`config.mk`:
```
export PLATFORM = sky130hd
export DESIGN_NAME = bsg_manycore_host_mmio_responder
export DESIGN_NICKNAME = d
export VERILOG_FILES = /design/src/rtl/bsg_manycore_host_mmio_responder.sv
export SDC_FILE = /design/constraint.sdc
export NUM_CORES = 1
export LEC_CHECK = 0
export ABC_AREA = 1
export BUFFER_PORTS_ARGS = -buffer_cell sky130_fd_sc_hd__buf_2
export CAP_MARGIN = 20
export CORE_ASPECT_RATIO = 1.5
export CORE_MARGIN = 2
export CORE_UTILIZATION = 40
export CTS_BUF_LIST = sky130_fd_sc_hd__clkbuf_8
export CTS_CLUSTER_DIAMETER = 30
export DETAILED_ROUTE_END_ITERATION = 10
export HOLD_SLACK_MARGIN = 0.02
export PLACE_DENSITY_LB_ADDON = 0.05
export SYNTH_ARGS = -nofsm -noshare
export SYNTH_HDL_FRONTEND = slang
export SYNTH_SLANG_ARGS = --single-unit
```
`constraint.sdc`:
```
create_clock -name clk_i -period 2.6 [get_ports clk_i]
set_clock_uncertainty 0.2 [all_clocks]
set_input_delay 0.26 -clock clk_i [delete_from_list [all_inputs] [get_ports clk_i]]
set_output_delay 0.26 -clock clk_i [all_outputs]
set_load 0.005 [all_outputs]
```
`src/rtl/bsg_manycore_host_mmio_responder.sv`:
```
// bsg_manycore_host_mmio_responder
//
// Purpose:
//   Host-side MMIO responder at the far end of the manycore IO link. It sits
//   behind an endpoint on the host coordinate and turns tile-originated EPA
//   requests into host services: finish, fail, print_stat, putchar, a cycle
//   timer and a scratch register. Every accepted request produces exactly one
//   response one cycle later.
//
// Address map (in_addr_i[3:0], upper bits ignored):
//   0x0 FINISH (W)        0x4 TIME (R)
//   0x1 FAIL (W)          0x5 SCRATCH (R/W)
//   0x2 PRINT_STAT (W)    0x6 FINISH_COUNT (R)
//   0x3 PUTCHAR (W)       0x7 SRC (R)
//   Any other offset is unmapped.
//
// Ports:
//   clk_i, reset_i            clock, synchronous active-high reset
//   in_v_i .. in_src_y_cord_i request from the endpoint
//   in_yumi_o                 request accepted this cycle
//   returning_v_o/_data_o     response, one cycle after accept
//   print_stat_v_o/_tag_o     head of the print_stat FIFO
//   print_stat_yumi_i         consumer dequeues the head
//   putchar_v_o/_data_o       one-cycle character pulse
//   finish_o, fail_o          sticky status for the testbench top
//   fail_code_o               data of the first FAIL write
//   finish_count_o            saturating count of FINISH writes
//   unmapped_err_o            sticky, any unmapped or illegal access

module bsg_manycore_host_mmio_responder #(
    parameter int                      data_width_p    = 32,
    parameter int                      addr_width_p    = 28,
    parameter int                      x_cord_width_p  = 7,
    parameter int                      y_cord_width_p  = 7,
    parameter int                      num_finish_p    = 16,
    parameter int                      stat_fifo_els_p = 2,
    parameter logic [data_width_p-1:0] err_data_p      = 32'hDEAD_BEEF
) (
    input  logic                        clk_i,
    input  logic                        reset_i,

    input  logic                        in_v_i,
    input  logic                        in_we_i,
    input  logic [addr_width_p-1:0]     in_addr_i,
    input  logic [data_width_p-1:0]     in_data_i,
    input  logic [data_width_p/8-1:0]   in_mask_i,
    input  logic [x_cord_width_p-1:0]   in_src_x_cord_i,
    input  logic [y_cord_width_p-1:0]   in_src_y_cord_i,
    output logic                        in_yumi_o,

    output logic                        returning_v_o,
    output logic [data_width_p-1:0]     returning_data_o,

    output logic                        print_stat_v_o,
    output logic [data_width_p-1:0]     print_stat_tag_o,
    input  logic                        print_stat_yumi_i,

    output logic                        putchar_v_o,
    output logic [7:0]                  putchar_data_o,

    output logic                        finish_o,
    output logic                        fail_o,
    output logic [data_width_p-1:0]     fail_code_o,
    output logic [15:0]                 finish_count_o,
    output logic                        unmapped_err_o
);

    typedef enum logic [3:0] {
        OFF_FINISH       = 4'h0,
        OFF_FAIL         = 4'h1,
        OFF_PRINT_STAT   = 4'h2,
        OFF_PUTCHAR      = 4'h3,
        OFF_TIME         = 4'h4,
        OFF_SCRATCH      = 4'h5,
        OFF_FINISH_COUNT = 4'h6,
        OFF_SRC          = 4'h7
    } offset_e;

    localparam int          ptr_width_lp   = (stat_fifo_els_p > 1) ? $clog2(stat_fifo_els_p) : 1;
    localparam int          cnt_width_lp   = ptr_width_lp + 1;
    localparam logic [15:0] num_finish_lp  = 16'(num_finish_p);

    // Only the low nibble of the address and mask bit 0 carry meaning here.
    logic unused_in_bits;
    assign unused_in_bits = ^{in_addr_i[addr_width_p-1:4], in_mask_i[data_width_p/8-1:1]};

    logic [3:0] offset;
    assign offset = in_addr_i[3:0];

    // ------------------------------------------------------------------
    // State
    // ------------------------------------------------------------------
    logic                      ret_v_q,        ret_v_d;
    logic [data_width_p-1:0]   ret_data_q,     ret_data_d;
    logic [31:0]               cycle_q,        cycle_d;
    logic [data_width_p-1:0]   scratch_q,      scratch_d;
    logic [15:0]               finish_count_q, finish_count_d;
    logic                      finish_q,       finish_d;
    logic                      fail_q,         fail_d;
    logic [data_width_p-1:0]   fail_code_q,    fail_code_d;
    logic                      unmapped_q,     unmapped_d;
    logic                      putchar_v_q,    putchar_v_d;
    logic [7:0]                putchar_data_q, putchar_data_d;

    logic [data_width_p-1:0]   fifo_mem_q [stat_fifo_els_p];
    logic [data_width_p-1:0]   fifo_mem_d [stat_fifo_els_p];
    logic [ptr_width_lp-1:0]   fifo_wptr_q,    fifo_wptr_d;
    logic [ptr_width_lp-1:0]   fifo_rptr_q,    fifo_rptr_d;
    logic [cnt_width_lp-1:0]   fifo_count_q,   fifo_count_d;

    logic fifo_full;
    logic fifo_empty;
    logic stall;

    assign fifo_full  = (fifo_count_q == cnt_width_lp'(stat_fifo_els_p));
    assign fifo_empty = (fifo_count_q == '0);

    // Only a PRINT_STAT write against a full FIFO stalls. A same-cycle
    // dequeue is deliberately not allowed to relieve the stall, which keeps
    // in_yumi_o free of a combinational path from print_stat_yumi_i.
    assign stall     = in_we_i && (offset == OFF_PRINT_STAT) && fifo_full;
    assign in_yumi_o = in_v_i && !stall && !reset_i;

    // ------------------------------------------------------------------
    // Request decode, read mux and next-state computation
    // ------------------------------------------------------------------
    logic                    enq;
    logic                    deq;
    logic [data_width_p-1:0] rd_data;
    logic                    rd_err;
    logic                    wr_err;

    always_comb begin
        rd_data = err_data_p;
        rd_err  = 1'b0;
        wr_err  = 1'b0;

        // Read data is sampled at accept time, so a SCRATCH write followed by
        // a SCRATCH read on the next accept sees the registered new value.
        unique case (offset)
            OFF_TIME:         rd_data = data_width_p'(cycle_q);
            OFF_SCRATCH:      rd_data = scratch_q;
            OFF_FINISH_COUNT: rd_data = data_width_p'(finish_count_q);
            OFF_SRC:          rd_data = data_width_p'({in_src_y_cord_i, in_src_x_cord_i});
            default: begin
                rd_data = err_data_p;
                rd_err  = 1'b1;
            end
        endcase

        // Read-only and unmapped offsets ignore the write but still respond.
        unique case (offset)
            OFF_FINISH, OFF_FAIL, OFF_PRINT_STAT, OFF_PUTCHAR, OFF_SCRATCH: wr_err = 1'b0;
            default: wr_err = 1'b1;
        endcase
    end

    always_comb begin
        ret_v_d        = in_yumi_o;
        ret_data_d     = '0;
        cycle_d        = cycle_q + 32'd1;
        scratch_d      = scratch_q;
        finish_count_d = finish_count_q;
        finish_d       = finish_q;
        fail_d         = fail_q;
        fail_code_d    = fail_code_q;
        unmapped_d     = unmapped_q;
        putchar_v_d    = 1'b0;
        putchar_data_d = putchar_data_q;
        enq            = 1'b0;

        if (in_yumi_o) begin
            if (in_we_i) begin
                unmapped_d = unmapped_q | wr_err;
                unique case (offset)
                    OFF_FINISH: begin
                        if (finish_count_q != 16'hFFFF) begin
                            finish_count_d = finish_count_q + 16'd1;
                        end
                        finish_d = finish_q | (finish_count_d >= num_finish_lp);
                    end
                    OFF_FAIL: begin
                        if (!fail_q) begin
                            fail_d      = 1'b1;
                            fail_code_d = in_data_i;
                        end
                    end
                    OFF_PRINT_STAT: enq = 1'b1;
                    OFF_PUTCHAR: begin
                        if (in_mask_i[0]) begin
                            putchar_v_d    = 1'b1;
                            putchar_data_d = in_data_i[7:0];
                        end
                    end
                    OFF_SCRATCH: scratch_d = in_data_i;
                    default: ;
                endcase
            end else begin
                ret_data_d = rd_data;
                unmapped_d = unmapped_q | rd_err;
            end
        end
    end

    // print_stat FIFO: enqueue can only happen when not full because a full
    // FIFO stalls the request; dequeue on an empty FIFO is ignored.
    always_comb begin
        deq          = print_stat_yumi_i && !fifo_empty;
        fifo_mem_d   = fifo_mem_q;
        fifo_wptr_d  = fifo_wptr_q;
        fifo_rptr_d  = fifo_rptr_q;
        fifo_count_d = fifo_count_q;

        if (enq) begin
            fifo_mem_d[fifo_wptr_q] = in_data_i;
            fifo_wptr_d = (fifo_wptr_q == ptr_width_lp'(stat_fifo_els_p - 1))
                        ? '0 : fifo_wptr_q + ptr_width_lp'(1);
        end
        if (deq) begin
            fifo_rptr_d = (fifo_rptr_q == ptr_width_lp'(stat_fifo_els_p - 1))
                        ? '0 : fifo_rptr_q + ptr_width_lp'(1);
        end

        unique case ({enq, deq})
            2'b10:   fifo_count_d = fifo_count_q + cnt_width_lp'(1);
            2'b01:   fifo_count_d = fifo_count_q - cnt_width_lp'(1);
            default: fifo_count_d = fifo_count_q;
        endcase
    end

    // ------------------------------------------------------------------
    // Registers. Reset drops any pending response and empties the FIFO by
    // clearing its pointers; the storage itself needs no reset because the
    // head output is masked while empty.
    // ------------------------------------------------------------------
    always_ff @(posedge clk_i) begin
        if (reset_i) begin
            ret_v_q        <= 1'b0;
            ret_data_q     <= '0;
            cycle_q        <= '0;
            scratch_q      <= '0;
            finish_count_q <= '0;
            finish_q       <= 1'b0;
            fail_q         <= 1'b0;
            fail_code_q    <= '0;
            unmapped_q     <= 1'b0;
            putchar_v_q    <= 1'b0;
            putchar_data_q <= '0;
            fifo_wptr_q    <= '0;
            fifo_rptr_q    <= '0;
            fifo_count_q   <= '0;
        end else begin
            ret_v_q        <= ret_v_d;
            ret_data_q     <= ret_data_d;
            cycle_q        <= cycle_d;
            scratch_q      <= scratch_d;
            finish_count_q <= finish_count_d;
            finish_q       <= finish_d;
            fail_q         <= fail_d;
            fail_code_q    <= fail_code_d;
            unmapped_q     <= unmapped_d;
            putchar_v_q    <= putchar_v_d;
            putchar_data_q <= putchar_data_d;
            fifo_wptr_q    <= fifo_wptr_d;
            fifo_rptr_q    <= fifo_rptr_d;
            fifo_count_q   <= fifo_count_d;
        end
    end

    always_ff @(posedge clk_i) begin
        fifo_mem_q <= fifo_mem_d;
    end

    // ------------------------------------------------------------------
    // Outputs
    // ------------------------------------------------------------------
    assign returning_v_o    = ret_v_q;
    assign returning_data_o = ret_data_q;
    assign print_stat_v_o   = !fifo_empty;
    assign print_stat_tag_o = fifo_empty ? '0 : fifo_mem_q[fifo_rptr_q];
    assign putchar_v_o      = putchar_v_q;
    assign putchar_data_o   = putchar_data_q;
    assign finish_o         = finish_q;
    assign fail_o           = fail_q;
    assign fail_code_o      = fail_code_q;
    assign finish_count_o   = finish_count_q;
    assign unmapped_err_o   = unmapped_q;

endmodule

```
==> flow_summary_export.csv, run 1 <==
group,metric,value,unit
setup_path,rr_endpoint,"finish_o$_SDFFE_PP0P_",
die,fp-row-count,68,
clocking,clk_path_buf_depth,3,
logic_synthesis,seq_area_frac_synth,54.5,%
hold_path,holdPathEnd,"finish_count_o[14]$_SDFFE_PP0P_",
setup_path,crit_slowest_cell,"dfxtp_1",
clocking,path_clk_slew,0.06,ns
sta,fin_worst_hold_slack,0.0276,ns
hold_path,holdPathStages,5,
layout,syn_to_final_growth,27.6,%
placed_design,port_buffers,182,
die,die-height,192,um
logic_synthesis,syn-num-nets,1200,
route,drt-wirelength-per-cell,16.3,um
setup_path,worstPathRequired,2.14,ns
sta,hold_violations,0,
layout,nFillCells,2242,
route,vias_per_cell,4.94,
die,die_x,129,um
route,detail-route-antenna-nets,0,
route,vias,8409,
pwr,power_density,623,nW/um^2
flow_run,cap_violations,0,
route,finalWirelength,27800,um
logic_synthesis,syn_area_per_cell,8.47,sq um
logic_synthesis,synth_cell_types,46,
grt,grt_pass1_vias,8133,
hold_path,hp-start,"in_addr_i[0]",
placed_design,placed_cell_area,10600,sq um
logic_synthesis,yosysTopAreaCellShare,34.2,%
grt,grt_pass1_wl,42900,um
die,boundaryPins,210,
sta,slew_headroom,39.8,%
layout,antenna_cells,0,
setup_path,arrival,1.86,ns
setup_path,cp-start-kind,"flip-flop",
route,drtIter0Drc,498,
route,drtPass1Iterations,5,
sta,grt_setup_unrepaired,"no",
clocking,cts_tree,"built",
layout,drive_gt1_share,22.3,%
logic_synthesis,synth_area,9440,sq um
setup_path,max_stage_delay,0.37,ns
setup_path,r2r_cells,9,
placed_design,routabilityCongestion,0.875,
clocking,htree_levels,2,
clocking,cts_root_buf,"clkbuf_8",
clocking,numCtsBuffers,41,
setup_path,critPathKind,"reg -> out",
layout,final_cell_area,12000,sq um
setup_path,cp_max_fo,20,
grt,grt_max_degree,77,
layout,utilization,52.2,%
pwr,p_leak,0.00483,uW
route,drcViolationCount,0,
grt,overflow,0,
sta,totalNegativeSetupSlack,0,ns
sta,fin_crit_sh,89.2,%
layout,fin_nets,1442,
hold_path,hp-class,"in -> reg",
setup_path,r2r_slack,0.37,ns
sta,final_max_slew_viol_count,0,
clocking,insertion_delay,0.55,ns
setup_path,cp-end-kind,"output port",
logic_synthesis,ys_ff_latch,225,
clocking,post-cts-setup-buffers,0,
logic_synthesis,syn_inst,1114,
grt,antenna_found_initial,0,
sta,setup_violations,0,
sta,max_clock_freq,431,MHz
setup_path,rr_startpoint,"finish_count_o[0]$_SDFFE_PP0P_",
setup_path,cp_cell_sequence,"clkinvlp_4, buf_4, nand2_1, a21oi_1, buf_2",
layout,finalNonFillerCells,1703,
die,core,23100,sq um
logic_synthesis,synthTopCellsByArea,"dfxtp_1 (34%), edfxtp_1 (20%), nand2_1 (9.6%)",
run_status,status,"completed",
logic_synthesis,yosys_warnings,0,
placed_design,post-dp-hpwl,19400,um
placed_design,dp.cells,1574,
pwr,vdd_ir_drop_max,0.000386,V
die,dieArea,24900,sq um
clocking,cts_sinks,225,
logic_synthesis,synth_top_cell_by_area,"dfxtp_1",
sta,tightestPinTransition,0.903,ns
grt,grt.total_usage,22.3,%
setup_path,startpoint,"fifo_rptr_q$_SDFFE_PP0P_",
die,initial_core_util,40.9,%
sta,fin_crit,2.32,ns
-- cells in the final DEF, fill, tap and decap left out, types with 4 or more instances in the layout --
cell,netlist,routed
nor2_1,79,76
buf_4,2,16
dlygate4sd3_1,0,54
nand2_1,242,242
a21oi_1,151,151
xor2_1,6,6
dfxtp_1,161,161
clkinvlp_4,0,4
nor2_2,8,10
nand3_1,78,78
o21ai_0,60,60
a41oi_1,12,12
edfxtp_1,64,64
nand4_1,13,13
inv_1,96,102
nand3_2,6,6
nor3_1,18,18
o22ai_1,11,11
clkinv_2,0,9
clkbuf_8,0,50
nor2_4,7,8
a31oi_1,5,5
buf_2,11,182
-- report_power, final --
part           internal (uW)  switching (uW)  total [uW]
Combinational            148             214         362
Sequential              3630            16.9        3650
Clock                   1960            1530        3490
-- cells by family (layout without fill, tap and decap cells) --
logic type | after synthesis | after routing | share of synthesized area (%)
adders and majority gates | 3 | 3 | 0.398
and+or+nand+nor | 473 | 473 | 23.0
buffers and inverters | 156 | 430 | 7.23
AOI/OAI and AO/OA | 249 | 249 | 14.1
xor gates and xnor gates | 8 | 8 | 0.743
DFF | 225 | 225 | 54.5
-- worst max-delay path by stage --
| stage | endpoint | slack [ns] | cells after the start |
|---|---|---|---|
| 4_1_cts | print_stat_tag_o[6] | 0.01 | 5 |
| 5_1_grt | print_stat_tag_o[6] | 0.17 | 5 |
| 3_3_place_gp | finish_count_o[2]$_SDFFE_PP0P_ | 0.13 | 14 |
| 6_report | print_stat_tag_o[6] | 0.28 | 5 |
| 2_1_floorplan | fifo_mem_q[0]$_DFFE_PP_ | -0.23 | 6 |
| 3_5_place_dp | finish_count_o[2]$_SDFFE_PP0P_ | 0.09 | 14 |
-- state kept, by name (all words and copies together) (netlist names) --
name              count
putchar_data_o        8
returning_data_o     32
returning_v_o         1
fifo_mem_q           64
fifo_rptr_q           1
fifo_wptr_q           1
scratch_q            32
fifo_count_q          2
fail_o                1
cycle_q              32
putchar_v_o           1
finish_count_o       16
fail_code_o          32
finish_o              1
unmapped_err_o        1
-- cell usage after synthesis (all sizes together) --
cell,count
a211oi,1
a21oi,151
a221oi,1
a31oi,5
a41oi,12
and3,3
buf,24
clkbuf,32
clkinv,1
dfxtp,161
edfxtp,64
ha,3
inv,99
nand2,248
nand3,85
nand3b,1
nand4,13
nor2,95
nor3,19
nor3b,3
nor4,3
o2111ai,1
o21a,2
o21ai,63
o21bai,1
o221ai,1
o22ai,11
or2,3
xnor2,2
xor2,6
-- worst max-delay path, delay by kind of cell, from the launching register on --
kind	cells	cell delay, ns
AND/OR/NAND/NOR	1	0.06
flip-flops	1	0.37
AO/OA/AOI/OAI	1	0.06
buffers and inverters	3	0.81
-- final cells by class --
cell class / count / area (sq um) / share of cell area [%]
Timing Repair Buffer: 255 / 1630 / 13.6
Sequential cell: 225 / 5140 / 42.7
Clock inverter: 25 / 179 / 1.49
Clock buffer: 50 / 688 / 5.72
Multi-Input combinational cell: 733 / 3620 / 30.1
Tap cell: 315 / 394 / 3.27
Inverter: 100 / 379 / 3.15
-- per-stage QoR --
step / power (uW) / worst slack, ns
6_report: 7500 / 0.282
5_1_grt: 7760 / 0.169
4_1_cts: 7590 / 0.0145
3_5_place_dp: 4020 / 0.0888
3_3_place_gp: 4020 / 0.129
2_1_floorplan: 3860 / -0.234
-- repair_timing --
action	4_1_cts	5_1_grt
endpoints found under the hold margin	172	0
setup endpoints to repair	0	19
hold buffers	54	0
resized for setup	0	2
-- metal layers --
layer / wire length (um) / track usage (%) / vias up
met5: 0 / 0 / -
met4: 907 / 9.03 / 0
met3: 1360 / 4.18 / 60
met2: 13600 / 38.3 / 224
met1: 11900 / 27.2 / 3897
li1: - / - / 4228
Power figures use the tool's default switching activity.
==> inputs of run 2 (changes only) <==
--- a/config.mk
+++ b/config.mk
@@ -8,7 +8,7 @@
 export ABC_AREA = 1
 export BUFFER_PORTS_ARGS = -buffer_cell sky130_fd_sc_hd__buf_2
 export CAP_MARGIN = 20
-export CORE_ASPECT_RATIO = 1.5
+export CORE_ASPECT_RATIO = 1.2
 export CORE_MARGIN = 2
 export CORE_UTILIZATION = 40
 export CTS_BUF_LIST = sky130_fd_sc_hd__clkbuf_8
==> flow_summary_export.csv, run 2 (synthesized netlist as in run 1, its figures left out) <==
group,metric,value,unit
run_status,status,"completed",
sta,fin_crit_sh,89.0,%
layout,fin_nets,1445,
layout,layout_commonest_cell,"nand2_1",
pwr,p_leak,0.00489,uW
sta,tightestPinTransition,0.938,ns
placed_design,pre_cts_ws,-0.297,ns
setup_path,cp_max_fo,5,
route,drt-wirelength-per-cell,16.3,um
setup_path,worstPathRequired,2.80,ns
sta,hold_violations,0,
grt,grt_max_degree,78,
layout,drive_gt1_share,22.7,%
clocking,numCtsBuffers,45,
layout,largest_register_ffs,64,
die,die-height,172,um
die,dieArea,24800,sq um
route,drtPass1Iterations,5,
layout,antenna_cells,0,
route,vias_per_cell,4.95,
setup_path,cp-start-kind,"input port",
layout,final_cell_mix,"nand2_1 (242), buf_2 (182), dfxtp_1 (161), a21oi_1 (151), inv_1 (104)",
sta,final_max_slew_viol_count,0,
die,die_x,144,um
clocking,path_clk_slew,0.06,ns
grt,use_met3,3.63,%
route,vias,8461,
sta,fin_worst_hold_slack,0.0618,ns
route,drcViolationCount,0,
placed_design,port_buffers,182,
die,fp-row-count,61,
die,core,23200,sq um
sta,setup_violations,0,
grt,grt_pass1_wl,43100,um
clocking,cts_root_buf,"clkbuf_8",
layout,syn_to_final_growth,28.6,%
sta,fin_crit,2.31,ns
clocking,insertion_delay,0.55,ns
setup_path,cp-end-kind,"flip-flop",
setup_path,cp_cell_sequence,"dlygate4sd3_1, buf_2, nor2_2, nand2_1, nor2_2, nand3_2, nand2_2, inv_1, nand2_1, ha_1, nor2_1, and3_1, nor3_1",
grt,antenna_found_initial,0,
grt,gr-max-usage-layer,"met2",
hold_path,hp-class,"in -> reg",
setup_path,max_stage_delay,0.53,ns
grt,grt.total_usage,22.4,%
route,drtIter0Drc,472,
sta,max_clock_freq,432,MHz
flow_run,cap_violations,0,
route,detail-route-antenna-nets,0,
pwr,power_density,658,nW/um^2
route,finalWirelength,28000,um
layout,final_cell_area,12100,sq um
sta,slew_headroom,37.4,%
layout,utilization,52.3,%
grt,use_met2,36.9,%
die,boundaryPins,210,
setup_path,r2r_slack,0.38,ns
placed_design,routabilityCongestion,0.845,
grt,use_met1,30.1,%
clocking,htree_levels,2,
layout,nFillCells,2332,
clocking,clk_path_buf_depth,3,
die,initial_core_util,40.7,%
sta,grt_setup_unrepaired,"no",
clocking,cts_sinks,225,
setup_path,crit_slowest_cell,"dlygate4sd3_1",
pwr,vdd_ir_drop_max,0.000493,V
setup_path,critPathKind,"in -> reg",
placed_design,post-dp-hpwl,19000,um
grt,grt_pass1_vias,7999,
setup_path,arrival,2.51,ns
pwr,finalPower,7990,uW
sta,setup_ws,0.286,ns
grt,overflow,0,
placed_design,placed_cell_area,10600,sq um
layout,regMostFlops,"fifo_mem_q",
clocking,cts_tree,"built",
[run 2: per-stage QoR]
step | cells | TNS (ns)
floorplan | 1114 | -14.98
global placement | 1572 | -6.49
detailed placement | 1572 | -9.11
CTS | 1708 | 0
global route | 1710 | 0
finish | 1710 | 0
[run 2: worst paths after layout]
| kind | start | depth (start not counted) | endpoint |
|---|---|---|---|
| setup / recovery | in_addr_i[3] | 13 | fifo_count_q[1]$_SDFFE_PP0P_ |
| hold / removal | in_addr_i[1] | 5 | finish_count_o[14]$_SDFFE_PP0P_ |
| setup reg to reg | fifo_count_q[0]$_SDFFE_PP0P_ | 8 | fail_code_o[24]$_SDFFE_PP0P_ |
| hold reg to reg | finish_o$_SDFFE_PP0P_ | 2 | finish_o$_SDFFE_PP0P_ |
[run 2: area by class of cell]
type | count | area, sq um | area share (%)
Sequential cell | 225 | 5140 | 42.4
Tap cell | 315 | 394 | 3.25
Clock buffer | 53 | 729 | 6.01
Clock inverter | 30 | 289 | 2.38
Timing Repair Buffer | 253 | 1570 | 13.0
Multi-Input combinational cell | 734 | 3630 | 29.9
Inverter | 100 | 375 | 3.09
[run 2: layer usage]
| layer | wire length (um) | vias up |
|---|---|---|
| met1 | 12700 | 3912 |
| met5 | 0 | - |
| met4 | 695 | 0 |
| met3 | 1370 | 59 |
| li1 | - | 4263 |
| met2 | 13200 | 227 |
[run 2: what timing repair did]
action | in CTS | in global routing
cloned | 1 | 0
setup endpoints to repair | 32 | 36
endpoints found under the hold margin | 163 | 0
hold buffers | 52 | 0
buffers inserted | 0 | 2
resized for setup | 0 | 1
pin swaps | 1 | 1
[run 2: critical path, delay by kind of cell]
| family | cells | cell delay [ns] |
|---|---|---|
| AND/OR/NAND/NOR | 9 | 1.17 |
| buffers and inverters | 3 | 0.77 |
| adder cells (fa/ha/maj) | 1 | 0.30 |
[run 2: report_power, final]
part / leakage [uW] / total (uW) / switching [uW] / internal [uW]
Combinational: 0.00247 / 363 / 218 / 145
Sequential: 0.00188 / 3650 / 16.4 / 3630
Clock: 0.000547 / 3980 / 1590 / 2390
Total: 0.00489 / 7990 / 1820 / 6170
==> inputs of run 3 (changes only) <==
--- a/config.mk
+++ b/config.mk
@@ -8,7 +8,7 @@
 export ABC_AREA = 1
 export BUFFER_PORTS_ARGS = -buffer_cell sky130_fd_sc_hd__buf_2
 export CAP_MARGIN = 20
-export CORE_ASPECT_RATIO = 1.2
+export CORE_ASPECT_RATIO = 1.25
 export CORE_MARGIN = 2
 export CORE_UTILIZATION = 40
 export CTS_BUF_LIST = sky130_fd_sc_hd__clkbuf_8
==> flow_summary_export.csv, run 3 (synthesized netlist as in run 1, its figures left out) <==
group,metric,value,unit
run_status,status,"completed",
route,vias,8480,
sta,hold_violations,0,
setup_path,crit_slowest_cell,"dlygate4sd3_1",
clocking,clk_path_buf_depth,3,
layout,fin_nets,1444,
setup_path,cp_cell_sequence,"dlygate4sd3_1, buf_2, nor2_2, nand2_1, nor2_2, nand3_2, nand2_2, inv_1, nand2_1, ha_1, nor2_1, and3_1, nor3_1",
grt,grt_max_degree,78,
grt,overflow,0,
route,drcViolationCount,0,
placed_design,post-dp-hpwl,18900,um
layout,regMostFlops,"fifo_mem_q",
sta,setup_ws,0.288,ns
setup_path,r2r_slack,0.38,ns
pwr,finalPower,7790,uW
setup_path,cp-start-kind,"input port",
die,core,23000,sq um
route,drtIter0Drc,461,
grt,grt.total_usage,22.2,%
setup_path,r2r_cells,9,
sta,fin_worst_hold_slack,0.0617,ns
sta,setup_violations,0,
clocking,cts_tree,"built",
sta,fin_crit_sh,88.9,%
die,initial_core_util,41.0,%
grt,grt_pass1_wl,43500,um
setup_path,cp-end-kind,"flip-flop",
grt,antenna_found_initial,0,
layout,nFillCells,2233,
route,vias_per_cell,5.04,
die,die-height,176,um
route,detail-route-antenna-nets,0,
setup_path,cp_max_fo,5,
hold_path,hp-class,"in -> reg",
die,dieArea,24800,sq um
sta,tightestPinTransition,0.875,ns
grt,grt_pass1_vias,8043,
layout,syn_to_final_growth,27.8,%
layout,drive_gt1_share,22.1,%
die,fp-row-count,62,
setup_path,arrival,2.51,ns
setup_path,critPathKind,"in -> reg",
placed_design,routabilityCongestion,0.874,
clocking,path_clk_slew,0.06,ns
route,finalWirelength,28100,um
clocking,cts_root_buf,"clkbuf_8",
sta,max_clock_freq,432,MHz
sta,totalNegativeSetupSlack,0,ns
placed_design,pre_cts_ws,-0.224,ns
clocking,htree_levels,2,
route,drt-wirelength-per-cell,16.7,um
die,die_x,141,um
layout,largest_register_ffs,64,
hold_path,holdPathStages,5,
clocking,insertion_delay,0.54,ns
layout,layout_commonest_cell,"nand2_1",
placed_design,dp.cells,1544,
clocking,cts_sinks,225,
pwr,p_leak,0.00488,uW
setup_path,worstPathRequired,2.79,ns
layout,final_cell_mix,"nand2_1 (242), buf_2 (182), dfxtp_1 (161), a21oi_1 (151), inv_1 (107)",
sta,fin_crit,2.31,ns
pwr,power_density,646,nW/um^2
layout,finalNonFillerCells,1681,
route,drtPass1Iterations,5,
sta,slew_headroom,41.6,%
pwr,vdd_ir_drop_max,0.000494,V
sta,grt_setup_unrepaired,"no",
sta,final_max_slew_viol_count,0,
setup_path,max_stage_delay,0.54,ns
die,boundaryPins,210,
clocking,numCtsBuffers,43,
placed_design,port_buffers,182,
flow_run,cap_violations,0,
## run 3: cell types whose count changed in the layout (fill, tap and decap cells not counted), moves of 2 or more
cell,previous run,this run
buf_4,19,16
clkbuf_8,53,49
clkinvlp_4,3,1
dlygate4sd3_1,52,54
inv_1,104,107
inv_6,3,1
## run 3: worst paths after layout
check	start	end
worst max register to register	finish_count_o[0]$_SDFFE_PP0P_	finish_o$_SDFFE_PP0P_
worst min register to register	finish_o$_SDFFE_PP0P_	finish_o$_SDFFE_PP0P_
worst max-delay path	in_addr_i[3]	fifo_count_q[1]$_SDFFE_PP0P_
worst min-delay path	in_addr_i[0]	finish_count_o[14]$_SDFFE_PP0P_
## run 3: cell type report
type	count	area [sq um]	share of cell area, %
antenna	1	2.50	0.0207
clock buffer	49	674	5.59
clock inverter	30	273	2.26
inverter	100	375	3.11
multi-input combinational	734	3630	30.1
sequential	225	5140	42.7
tap	288	360	2.99
timing repair buffer	254	1600	13.3
## run 3: report_power, final
group / leakage (uW) / total (uW) / internal, uW / switching [uW]
combinational: 0.00247 / 364 / 147 / 217
sequential: 0.00188 / 3650 / 3630 / 17.1
clock: 0.000529 / 3780 / 2240 / 1540
total: 0.00488 / 7790 / 6020 / 1770
## run 3: timing repair
item | CTS | global route
gates cloned | 1 | 0
hold buffers | 54 | 0
pin swaps | 1 | 1
setup endpoints to repair | 32 | 40
setup buffers | 0 | 2
endpoints found under the hold margin | 161 | 0
gates resized for setup | 0 | 2
## run 3: routing by layer
layer	part of all wire, %	wire (um)	GRT usage, %	up-vias
met5	0	0	0	-
met4	2.3	657	6.92	0
met3	5.3	1490	4.28	54
met2	47	13300	36.4	250
met1	45	12700	29.7	3933
li1	-	-	-	4243
## run 3: critical path: cells and delay by family
family	cells	cell delay (ns)
buffers and inverters	3	0.79
and+or+nand+nor	9	1.17
adders and majority gates	1	0.29
## run 3: metrics by stage
stage | util, % | area (sq um)
after floorplan | - | 9440
after global placement | 45.7 | 10500
after detailed placement | 45.7 | 10500
after CTS | 52.2 | 12000
after global routing | 52.3 | 12100
final | 52.3 | 12100
